`config.mk`:
```
export PLATFORM = sky130hd
export DESIGN_NAME = hazard_ctrl
export DESIGN_NICKNAME = d
export VERILOG_FILES = /design/src/rtl/hazard_ctrl.sv
export SDC_FILE = /design/constraint.sdc
export NUM_CORES = 1
export LEC_CHECK = 0
export CORE_MARGIN = 3
export CORE_UTILIZATION = 38
export DETAILED_ROUTE_END_ITERATION = 8
export PLACE_DENSITY = 0.91
export REMOVE_ABC_BUFFERS = 1
export SETUP_SLACK_MARGIN = 0.5
export SLEW_MARGIN = 0
export SYNTH_ARGS = -nofsm -noshare
export SYNTH_HDL_FRONTEND = slang
export SYNTH_SLANG_ARGS = --single-unit
```
`constraint.sdc`:
```
create_clock -name clk -period 4.8 [get_ports clk]
set_input_delay 0.96 -clock clk [delete_from_list [all_inputs] [get_ports clk]]
set_output_delay 0.96 -clock clk [all_outputs]
set_load 0.005 [all_outputs]
```
`src/rtl/hazard_ctrl.sv`:
```
// Pipeline hazard controller: load-use stalls and taken-branch flushes, stretched by a small FSM.
// Optional statistics counters are enabled with the HAZARD_STATS_EN macro.
module hazard_ctrl #(
    parameter int LOAD_STALLS  = 1,
    parameter int FLUSH_CYCLES = 1,
    parameter int CNT_W        = 16
) (
    input  logic             clk,
    input  logic             rst,
    input  logic [4:0]       id_rs,
    input  logic [4:0]       id_rt,
    input  logic             id_uses_rt,
    input  logic             ex_mem_read,
    input  logic [4:0]       ex_rt,
    input  logic             br_taken,
    output logic             pc_we,
    output logic             pc_sel,
    output logic             ifid_we,
    output logic             ifid_flush,
    output logic             idex_flush,
    output logic             exmem_flush,
    output logic [1:0]       state,
    output logic [CNT_W-1:0] stall_cnt,
    output logic [CNT_W-1:0] flush_cnt
);

    typedef enum logic [1:0] {
        RUN   = 2'd0,
        STALL = 2'd1,
        FLUSH = 2'd2
    } state_t;

    localparam logic [3:0] STALL_RELOAD = 4'(LOAD_STALLS - 1);
    localparam logic [3:0] FLUSH_RELOAD = 4'(FLUSH_CYCLES - 1);
    localparam bit         STALL_MULTI  = (LOAD_STALLS > 1);
    localparam bit         FLUSH_MULTI  = (FLUSH_CYCLES > 1);

    state_t     state_r;
    state_t     state_nxt_s;
    logic [3:0] cnt_r;
    logic [3:0] cnt_nxt_s;
    logic       hz_s;

    assign hz_s = ex_mem_read & (ex_rt != 5'd0) &
                  ((ex_rt == id_rs) | (id_uses_rt & (ex_rt == id_rt)));

    assign state = state_r;

    // FSM state and stretch counter registers
    always_ff @(posedge clk or posedge rst) begin
        if (rst) begin
            state_r <= RUN;
            cnt_r   <= 4'd0;
        end else begin
            state_r <= state_nxt_s;
            cnt_r   <= cnt_nxt_s;
        end
    end

    // Next-state and combinational pipeline controls; a branch overrides any state
    always_comb begin
        state_nxt_s = state_r;
        cnt_nxt_s   = cnt_r;
        pc_we       = 1'b1;
        ifid_we     = 1'b1;
        pc_sel      = 1'b0;
        ifid_flush  = 1'b0;
        idex_flush  = 1'b0;
        exmem_flush = 1'b0;
        if (rst) begin
            pc_we       = 1'b0;
            ifid_we     = 1'b0;
            ifid_flush  = 1'b1;
            idex_flush  = 1'b1;
            exmem_flush = 1'b1;
            state_nxt_s = RUN;
            cnt_nxt_s   = 4'd0;
        end else if (br_taken) begin
            pc_sel      = 1'b1;
            ifid_flush  = 1'b1;
            idex_flush  = 1'b1;
            exmem_flush = 1'b1;
            if (FLUSH_MULTI) begin
                state_nxt_s = FLUSH;
                cnt_nxt_s   = FLUSH_RELOAD;
            end else begin
                state_nxt_s = RUN;
                cnt_nxt_s   = 4'd0;
            end
        end else begin
            case (state_r)
                RUN: begin
                    if (hz_s) begin
                        pc_we      = 1'b0;
                        ifid_we    = 1'b0;
                        idex_flush = 1'b1;
                        if (STALL_MULTI) begin
                            state_nxt_s = STALL;
                            cnt_nxt_s   = STALL_RELOAD;
                        end else begin
                            state_nxt_s = RUN;
                            cnt_nxt_s   = 4'd0;
                        end
                    end else begin
                        state_nxt_s = RUN;
                    end
                end
                STALL: begin
                    pc_we      = 1'b0;
                    ifid_we    = 1'b0;
                    idex_flush = 1'b1;
                    cnt_nxt_s  = cnt_r - 4'd1;
                    if (cnt_r == 4'd1) begin
                        state_nxt_s = RUN;
                    end else begin
                        state_nxt_s = STALL;
                    end
                end
                FLUSH: begin
                    ifid_flush = 1'b1;
                    idex_flush = 1'b1;
                    cnt_nxt_s  = cnt_r - 4'd1;
                    if (cnt_r == 4'd1) begin
                        state_nxt_s = RUN;
                    end else begin
                        state_nxt_s = FLUSH;
                    end
                end
                default: begin
                    state_nxt_s = RUN;
                    cnt_nxt_s   = 4'd0;
                end
            endcase
        end
    end

`ifdef HAZARD_STATS_EN
    localparam logic [CNT_W-1:0] CNT_MAX = {CNT_W{1'b1}};
    localparam logic [CNT_W-1:0] CNT_ONE = {{(CNT_W-1){1'b0}}, 1'b1};

    logic [CNT_W-1:0] stall_cnt_r;
    logic [CNT_W-1:0] flush_cnt_r;
    logic             stall_ev_s;
    logic             br_ev_s;

    // Outside reset, pc_we low only ever comes from a load stall and pc_sel only from a branch
    assign stall_ev_s = ~rst & ~pc_we;
    assign br_ev_s    = ~rst & pc_sel;

    // Saturating statistics counters
    always_ff @(posedge clk or posedge rst) begin
        if (rst) begin
            stall_cnt_r <= {CNT_W{1'b0}};
            flush_cnt_r <= {CNT_W{1'b0}};
        end else begin
            if (stall_ev_s && (stall_cnt_r != CNT_MAX)) begin
                stall_cnt_r <= stall_cnt_r + CNT_ONE;
            end
            if (br_ev_s && (flush_cnt_r != CNT_MAX)) begin
                flush_cnt_r <= flush_cnt_r + CNT_ONE;
            end
        end
    end

    assign stall_cnt = stall_cnt_r;
    assign flush_cnt = flush_cnt_r;
`else
    assign stall_cnt = {CNT_W{1'b0}};
    assign flush_cnt = {CNT_W{1'b0}};
`endif

endmodule

```
# Word level (Yosys, flattened, before mapping)
# Index checks and enable logic that the tools add are counted.
# totals
ff_bits	6
in_bits	20
output_inout_bits	40
# op_classes
bitwise	4
muxes	23
eq_ne	6
reduce_logical	3
n_addsub	1
# ops
cell	count
$mux 1	13
$mux 4	3
$eq 5x5->1	2
$pmux 4 s2	1
$mux 2	3
$reduce_bool 5->1	1
$eq 4x1->1 const B	1
$ne 4x4->1 const B	1
$pmux 1 s2	2
$pmux 2 s2	1
$sub 4x1->4 const B	1
$and 1x1->1	3
$eq 2x1->1 const B	1
$eq 2x2->1 const B	1
$logic_not 2->1	1
$reduce_or 2->1	1
$or 1x1->1	1

# Logic depth before layout (Yosys ltp)
# Gate-level depths: netlist of run 1.
# logic_depth
depth_word	8
depth_mapped	7
ltp_nobuf	7

# Worst setup path before layout of run 1
# No wires, ideal clock.
# synth_path
path_kind	input port to output port
from	input port ex_rt[3]
to	output port pc_we
t_arrival_ns	2.183
required_time_ns	3.840
slack_ns	1.657
path_stages	6
path_cell_list	or4_4 > o21ai_1 > nor2_1 > a22o_1 > a21oi_2 > buf_4
# synth_between
elab_chain_cells	8
elab_cells_between_ends	11
cone_classes	eq/ne (2); mux (4); bitwise (4); reduce/logical (1)
# synth_lines
item	line_no	source
start: declaration	14	input logic [4:0] ex_rt,
$eq 5x5->1	45	((ex_rt == id_rs) | (id_uses_rt & (ex_rt == id_rt)));
$and 1x1->1	45	
$or 1x1->1	45	
$and 1x1->1 (*)	44	assign hz_s = ex_mem_read & (ex_rt != 5'd0) &
$mux 1 (*)	--	
$pmux 1 s2 (*)	--	
$mux 1 (*) (2 in series)	--	
end: declaration	16	output logic pc_we,
# Mark *: on every way between the ends. The rest lies on a longest branch, timed or not.

# Final worst setup path of run 1
# layout_path
from	input port ex_rt[3]
to	output port ifid_we
# layout_between
elab_chain_cells	8
elab_cells_between_ends	11
cone_classes	eq/ne (2); mux (4); bitwise (4); reduce/logical (1)
# layout_lines
item	line_no	source
$eq 5x5->1	45	
$and 1x1->1	45	
$or 1x1->1	45	
$and 1x1->1 (*)	44	
$mux 1 (*)	93	if (hz_s) begin
$pmux 1 s2 (*)	91	case (state_r)
$mux 1 (*)	78	end else if (br_taken) begin
$mux 1 (*)	70	if (rst) begin
end: declaration	18	output logic ifid_we,
# Marked as above.

==> metrics, run 1 <==
post-synth top area share 0.289; Final Hold Vio Count 0; met2 Usage GRT 0.239; Post-CTS Setup Inserts 0; FILL cells 189; unrepaired setup endpoints after global routing false; CTS resizes 0; Synth area leader buf_4; Final Core Density 0.515; DRC 0; worst skew pair latency 0.24 ns; most frequent cells after synthesis buf_4, inv_1, xnor2_1; top cells by area, synth buf_4, dfrtp_1, xnor2_1; Seq cells post-synth 6; multi-input logic area around 540 µm²; IO buf count 27; first-pass GRT wire length 2.64 mm; routability cong. 0.857; Yosys cell types 28; reg2reg start state[0]$_DFF_PP0_; GR Util met1 0.127; Die Ht between 50 and 60 µm; initial antenna violation count 0; status finished clean; vias in the first global route 642; Setup Skew 0.00150 ns; yosys warns 0; Max Freq 244 MHz; Worst setup SP type input pin; TritonCTS clock tree built; top-count cell post-synth buf_4; IR Drop Worst-Case VDD 72.1 µV; crit path time final 4.10 ns; Net count, final 161; clk buf depth 2; Final Max Tran Viols 0; htree depth 1; fraction of the yosys area taken by sequential cells 0.175; vias per cell 4.40; share of cells above drive strength 1 0.0526; routing usage on met3 0.0282; CP top delay family buffers and inverters; CTS clk-pin slew, worst paths 0.04 ns; CP most frequent cell clkdlybuf4s50_1; Initial Utilization 0.419; Core Area 2040 µm²; die area 2860 µm²; register area around 150 µm²; Avg Cell Area, Syn 8.15 µm²; number of flops mapped to enable cells by yosys 0; Tot GR Track Use 0.125; worst-path maximum fanout 3; Most used DFF post-synth dfrtp_1; via count roughly 700; chip width 53.5 µm; GRT busiest layer met2; TritonRoute pass-1 iters 4; Detail Route Antenna Nets 0; Crit path required time between 3 and 4 ns; Hold Crit Class reg -> reg; gr ovfl total 0; Mapped Cells 105; Routed WL 1.90 mm; R2R depth 6; num rows 16; Hold Path Depth 2; Hold Startpoint cnt_r[1]$_DFFE_PP0P_; slowest stage delay, CP 0.56 ns; CTS buffer count 3; critical path cell sequence clkdlybuf4s50_1 > or4_4 > o21ai_1 > nor2_1 > a22o_1 > a21oi_2 > clkdlybuf4s50_1; Final period util 0.854; setup slack, reg-to-reg 3.28 ns; Area Overhead vs Synth 22.8%; crit end category output port; initial drt markers 9; R2R Path End cnt_r[3]$_DFFE_PP0P_; critical path data arrival time 3.14 ns; synthesized area 856 µm²; setup TNS 0 ns; WP buf/inv 2; largest net degree at the start of global routing 10; Slew headroom 0.644; Async SR Flop Fraction 1.00; CTS root buffer clkbuf_4; mean routed wirelength per cell 11.9 µm; Leak 0.507 nW; HPWL after detailed placement 1.65 mm; critical path class in -> out; CTS Hold Buffers Added 0; clk sink count 6; worst-margin pin slew 0.532 ns; Hold EP cnt_r[1]$_DFFE_PP0P_; Slowest-stage cell, CP or4_4; # Max-Cap Violations 0; Power per Cell Area 141 nW/µm²; final setup vio count 0; io pins 60; antenna cells 0
-- stage by stage --
stage / cells / total power, mW / worst slack (ns) / hold slack [ns] / area (µm²)
after detailed placement: 157 / 0.102 / 0.685 / 0.553 / 1030
after global routing: 160 / 0.158 / 0.605 / 0.603 / 1050
after floorplan: 103 / 0.0747 / 1.77 / 0.504 / 724
after global placement: 157 / 0.100 / 0.750 / 0.531 / 1030
final: 160 / 0.149 / 0.699 / 0.561 / 1050
after CTS: 160 / 0.149 / 0.680 / 0.559 / 1050
-- layout make-up --
type	count	share of cell area
multi-input combinational	87	0.511
timing repair buffer	27	0.257
sequential	6	0.143
inverter	10	0.0357
tap	27	0.0321
clock buffer	3	0.0214
-- worst reg2reg max path, delay by kind of cell (launching register included) --
family                     cells  cell delay (ns)
adders and majority gates      1             0.36
and+or+nand+nor                1             0.12
AOI/OAI and AO/OA              3             0.44
DFF                            1             0.40
buffers and inverters          1             0.09
-- registers in the layout, indices dropped and copies added (netlist names) --
register	cells
cnt_r	4
state	2
-- worst max path at each step --
stage,start,to,cells after the start
floorplan,ex_rt[3],ifid_we,5
global placement,ex_rt[3],pc_we,7
detailed placement,ex_rt[3],ifid_we,7
CTS,ex_rt[3],ifid_we,7
global route,ex_rt[3],ifid_we,7
finish,ex_rt[3],ifid_we,7
-- cells by family (layout without fill, tap and decap cells) --
logic type	Yosys count	after routing	synth area share
buffers and inverters	43	40	0.333
DFF	6	6	0.175
muxes	2	2	0.0234
AOI/OAI and AO/OA	16	16	0.152
and+or+nand+nor	21	21	0.121
other	1	32	0.00438
adders and majority gates	6	6	0.0877
xor gates and xnor gates	10	10	0.102
-- placed cells by master, fill, tap and decap left out, types with 2 or more instances in the layout --
cell and instances:
and2_1 2, ha_1 6, a21oi_1 3, o31ai_1 2, clkbuf_4 3, conb_1 32, nand3_1 2, nor2_1 4
nand2_1 8, xnor2_1 10, o21ai_1 2, clkdlybuf4s50_1 27, mux2i_1 2, dfrtp_1 6, inv_1 10
-- power breakdown --
part / switching, mW / internal (mW)
sequential: 0 / 0.0508
clock: 0.0180 / 0.0283
combinational: 0.0240 / 0.0275
-- layer usage --
metal,routed length (µm),share of wire
met5,0,0
met4,21,0.011
met3,252,0.13
met2,930,0.49
met1,691,0.36
No activity file was read; power rests on OpenSTA's default activity.
==> inputs of run 2 (changes only) <==
--- a/config.mk
+++ b/config.mk
@@ -5,8 +5,9 @@
 export SDC_FILE = /design/constraint.sdc
 export NUM_CORES = 1
 export LEC_CHECK = 0
-export CORE_MARGIN = 3
+export CORE_MARGIN = 2
 export CORE_UTILIZATION = 38
+export CTS_CLUSTER_DIAMETER = 80
 export DETAILED_ROUTE_END_ITERATION = 8
 export PLACE_DENSITY = 0.91
 export REMOVE_ABC_BUFFERS = 1
==> run 2 against run 1 <==
Against the previous run: maximum frequency shrank 0.26%; sequential share of layout area is essentially flat; critical endpoint is now pc_we; critical path depth is the same; largest cell class unchanged.
==> metrics, run 2 (synthesized netlist as in run 1, its figures left out) <==
status finished clean; CP top delay family buffers and inverters; CTS Hold Buffers Added 0 (unchanged); Hold Crit Class reg -> reg; register area 150 µm² (unchanged); multi-input logic area 537 µm² (unchanged); unrepaired setup endpoints after global routing false; io pins 60 (unchanged); HPWL after detailed placement 1.39 mm (-16%); worst skew pair latency 0.25 ns (about the same); vias per cell 4.20 (-4.4%); IO buf count 27 (unchanged); Crit path required time 3.84 ns (about the same); Net count, final 161 (unchanged); CTS buffer count 3 (unchanged); routability cong. 0.767 (-11%); mean routed wirelength per cell 10.0 µm (-16%); slowest stage delay, CP 0.57 ns (about the same); largest net degree at the start of global routing 10 (unchanged); htree depth 1 (unchanged); antenna cells 0 (unchanged); Non-Filler Instances 161 (+0.63%); Tot GR Track Use 0.119 (-0.00639); Leak 0.507 nW (unchanged); Post-CTS Setup Inserts 0 (unchanged); initial antenna violation count 0 (unchanged); share of cells above drive strength 1 0.0526 (unchanged); Detail Route Antenna Nets 0 (unchanged); Worst setup SP type input pin; critical path data arrival time 3.15 ns (about the same); worst-margin pin slew 0.522 ns (-0.0102 ns); chip width 51.5 µm (-3.7%); WP buf/inv 2 (unchanged); Final period util 0.857 (+0.00227); Initial Utilization 0.394 (-0.0247); TritonCTS clock tree built; worst-path maximum fanout 3 (unchanged); hold slack 0.557 ns (-0.00326 ns); Slew headroom 0.651 (+0.00685); via count 677 (-3.8%); critical path class in -> out; critical path cell sequence clkdlybuf4s50_1 > or4_4 > o21ai_1 > nor2_1 > a22o_1 > a21oi_2 > clkdlybuf4s50_1; Max Freq 243 MHz (-0.26%); pre-CTS setup slack 0.697 ns (+0.0121 ns); num rows 17 (+1); crit path time final 4.11 ns (+0.0109 ns); Final Hold Vio Count 0 (unchanged); Routed WL 1.61 mm (-15%); DRC 0 (unchanged); Die Ht 51.5 µm (-3.7%); Power per Cell Area 140 nW/µm² (-1.3%); crit end category output port; IR Drop Worst-Case VDD 102 µV (+41%); Cell Area, Placed 1030 µm² (+0.12%); fin area 1050 µm² (+0.12%); max FFs per register 4 (unchanged); Core Area 2170 µm² (+6.2%); Final Max Tran Viols 0 (unchanged); initial drt markers 11 (+2); CP most frequent cell clkdlybuf4s50_1; # Max-Cap Violations 0 (unchanged); first-pass GRT wire length 2.37 mm (-10%); vias in the first global route 578 (-10%); most frequent cells in the layout conb_1, clkdlybuf4s50_1, xnor2_1, inv_1, nand2_1; clk sink count 6 (unchanged); die area 2650 µm² (-7.3%); Area Overhead vs Synth 23.0%; register with the most flip-flops cnt_r; setup TNS 0 ns (unchanged); Setup Skew 0.00294 ns (+0.00143 ns); CTS root buffer clkbuf_4; commonest non-fill, non-tap cell in the layout conb_1; TritonRoute pass-1 iters 4 (unchanged); Slowest-stage cell, CP or4_4; clk buf depth 2 (unchanged); CTS resizes 0 (unchanged); final setup vio count 0 (unchanged); FILL cells 210 (+11%); Setup WS post-layout 0.688 ns (-0.0109 ns); gr ovfl total 0 (unchanged); number of placed cells counting well taps 158 (+0.64%); CTS clk-pin slew, worst paths 0.04 ns (about the same)
-- run 2: cell counts in the layout (fill, tap and decap cells not counted) --
Identical to the previous run, type by type.
-- run 2: layer usage --
metal / vias up / global-route usage / part of all wire
met1: 300 / 0.133 / 0.39
met2: 33 / 0.205 / 0.49
met3: 5 / 0.0380 / 0.11
met4: 0 / 0.0526 / 0.019
met5: - / 0 / 0
li1: 339 / - / -
-- run 2: worst paths after layout --
path                                 startpoint              endpoint  cells past startpoint  slack (ns)
setup / recovery                       ex_rt[3]                 pc_we                      7        0.69
hold / removal             cnt_r[3]$_DFFE_PP0P_  cnt_r[3]$_DFFE_PP0P_                      2        0.56
setup reg to reg             state[0]$_DFF_PP0_  cnt_r[3]$_DFFE_PP0P_                      6        3.37
hold reg to reg            cnt_r[3]$_DFFE_PP0P_  cnt_r[3]$_DFFE_PP0P_                      2        0.56
max in group asynchronous                   rst    state[1]$_DFF_PP0_                      2        3.53
min in group asynchronous                   rst  cnt_r[2]$_DFFE_PP0P_                      2        1.06
-- run 2: worst register-to-register path: cells and delay by family, from the launching register on --
kind                       cells  cell delay [ns]
adders and majority gates      1             0.36
DFF                            1             0.39
and+or+nand+nor                1             0.09
buffers and inverters          1             0.08
AOI/OAI and AO/OA              3             0.39
-- run 2: per-stage QoR --
step | util | power (mW)
floorplan | - | 0.0747
global placement | 0.475 | 0.100
detailed placement | 0.475 | 0.101
CTS | 0.485 | 0.148
global route | 0.485 | 0.154
finish | 0.485 | 0.147
-- run 2: cell type report --
type | instances | share of cell area
Multi-Input combinational cell | 87 | 0.510
Timing Repair Buffer | 27 | 0.257
Sequential cell | 6 | 0.143
Inverter | 10 | 0.0357
Tap cell | 28 | 0.0333
Clock buffer | 3 | 0.0214
-- run 2: power breakdown --
group	switching, mW	total [mW]	internal, mW
logic	0.0226	0.0500	0.0274
clock network	0.0177	0.0460	0.0282
registers	0	0.0508	0.0508
total	0.0403	0.147	0.106
==> inputs of run 3 (changes only) <==
--- a/config.mk
+++ b/config.mk
@@ -5,7 +5,6 @@
 export SDC_FILE = /design/constraint.sdc
 export NUM_CORES = 1
 export LEC_CHECK = 0
-export CORE_MARGIN = 2
 export CORE_UTILIZATION = 38
 export CTS_CLUSTER_DIAMETER = 80
 export DETAILED_ROUTE_END_ITERATION = 8
==> run 3 against run 2 <==
Against the previous run: highest routed layer unchanged; combinational power increased by 1%; non-clock buffer count stayed put; setup slack gained 0.014 ns; wire length is 1.9% higher; flip-flop and latch count unchanged; clock power down 2%; sequential share of layout area about the same; clock skew fell by 0.0025 ns; hold slack got worse by 0.016 ns; power shrank 0.25%; critical path depth is the same; critical endpoint unchanged; critical path type unchanged; largest power group unchanged.
==> metrics, run 3 (synthesized netlist as in run 1, its figures left out) <==
status finished clean; R2R Path End cnt_r[3]$_DFFE_PP0P_; Hold Path Depth 2 (unchanged); Final Max Tran Viols 0 (unchanged); gr ovfl total 0 (unchanged); reg2reg start state[0]$_DFF_PP0_; Hold EP cnt_r[3]$_DFFE_PP0P_; Area Overhead vs Synth 22.8%; TritonCTS clock tree built; Net Sw Power 0.0400 mW (-0.77%); initial antenna violation count 0 (unchanged); Crit path required time 3.84 ns (about the same); routability cong. 0.726 (-5.4%); mean routed wirelength per cell 10.3 µm (+2.5%); Leak 0.507 nW (unchanged); R2R depth 6 (unchanged); via count 687 (+1.5%); worst-path maximum fanout 3 (unchanged); worst-margin pin slew 0.554 ns (+0.0329 ns); clk sink count 6 (unchanged); unrepaired setup endpoints after global routing false; IO buf count 27 (unchanged); Final period util 0.854 (-0.00297); antenna cells 0 (unchanged); CTS Hold Buffers Added 0 (unchanged); CTS root buffer clkbuf_4; internal cell power 0.106 mW (about the same); Initial Utilization 0.419 (+0.0247); IR Drop Worst-Case VDD 98.5 µV (-3.3%); switching share of power 0.273 (-0.00145); register share of total power 0.347 (about the same); Hold Crit Class reg -> reg; Die Ht 49.5 µm (-3.9%); CTS buffer count 3 (unchanged); Detail Route Antenna Nets 0 (unchanged); clk buf depth 2 (unchanged); critical path data arrival time 3.14 ns (about the same); register with the most flip-flops cnt_r; largest net degree at the start of global routing 10 (unchanged); number of placed cells counting well taps 157 (-0.63%); # Max-Cap Violations 0 (unchanged); setup TNS 0 ns (unchanged); Core Area 2040 µm² (-5.9%); clock share of power 0.308 (-0.005); HPWL after detailed placement 1.35 mm (-2.7%); chip width 49.5 µm (-3.9%); io pins 60 (unchanged); vias in the first global route 648 (+12%); die area 2450 µm² (-7.6%); Slew headroom 0.629 (-0.0220); Final Hold Vio Count 0 (unchanged); Hold Startpoint cnt_r[3]$_DFFE_PP0P_; crit path time final 4.10 ns (-0.0142 ns); hold slack 0.542 ns (-0.0155 ns); setup slack, reg-to-reg 3.35 ns (-0.02 ns); vias per cell 4.29 (+2.1%); share of cells above drive strength 1 0.0526 (unchanged); Final Core Density 0.515 (+0.0297); num rows 16 (-1); commonest non-fill, non-tap cell in the layout conb_1; DRC 0 (unchanged); Worst setup SP type input pin; CTS resizes 0 (unchanged); CTS clk-pin slew, worst paths 0.04 ns (about the same); initial drt markers 4 (-7); Routed WL 1.64 mm (+1.9%); most frequent cells in the layout conb_1, clkdlybuf4s50_1, xnor2_1, inv_1, nand2_1; final setup vio count 0 (unchanged); Power per Cell Area 139 nW/µm² (-0.13%); first-pass GRT wire length 2.68 mm (+13%); Tot GR Track Use 0.143 (+0.0244); crit end category output port; max FFs per register 4 (unchanged); htree depth 1 (unchanged); worst skew pair latency 0.24 ns (about the same); Power Total 0.146 mW (-0.25%); critical path class in -> out; TritonRoute pass-1 iters 4 (unchanged); Setup Skew 0.000409 ns (-0.00253 ns); Net count, final 161 (unchanged); Non-Filler Instances 160 (-0.62%); Max Freq 244 MHz (+0.35%); Post-CTS Setup Inserts 0 (unchanged); combinational power share 0.345 (+0.004)
run 3: layout make-up:
| cell class | count | area, µm² |
|---|---|---|
| timing repair buffer | 27 | 270 |
| fill | 192 | 991 |
| tap | 27 | 33.8 |
| sequential | 6 | 150 |
| multi-input combinational | 87 | 537 |
| inverter | 10 | 37.5 |
| clock buffer | 3 | 22.5 |
run 3: worst max path at each step:
stage / cells past startpoint / start / end / slack [ns]
floorplan: 5 / ex_rt[3] / ifid_we / 1.77
global placement: 7 / ex_rt[3] / pc_we / 0.75
detailed placement: 7 / ex_rt[3] / pc_we / 0.71
CTS: 7 / ex_rt[3] / pc_we / 0.71
global route: 7 / ex_rt[3] / ifid_we / 0.60
finish: 7 / ex_rt[3] / pc_we / 0.70
run 3: worst max-delay path, stage by stage:
cell and delay (ns):
clkdlybuf4s50_1 0.47, or4_4 0.57, o21ai_1 0.20, nor2_1 0.08, a22o_1 0.21, a21oi_2 0.15, clkdlybuf4s50_1 0.51
run 3: power by group through the flow:
stage	Combinational (mW)	Clock [mW]	Sequential, mW
floorplan	0.0232	0	0.0515
global placement	0.0489	0	0.0515
CTS	0.0501	0.0468	0.0508
detailed placement	0.0496	0	0.0515
global route	0.0554	0.0495	0.0507
finish	0.0505	0.0452	0.0508
run 3: stage by stage:
stage          worst slack, ns  cell area, µm²
2_1_floorplan             1.77             724
3_3_place_gp             0.748            1030
3_5_place_dp             0.715            1030
4_1_cts                  0.707            1050
5_1_grt                  0.600            1050
6_report                 0.702            1050
run 3: per-layer routing:
| metal | up-vias | share of wire | GRT usage |
|---|---|---|---|
| li1 | 339 | - | - |
| met1 | 299 | 0.43 | 0.169 |
| met2 | 47 | 0.46 | 0.253 |
| met3 | 2 | 0.10 | 0.0278 |
| met4 | 0 | 0.0073 | 0.0571 |
| met5 | - | 0 | 0 |
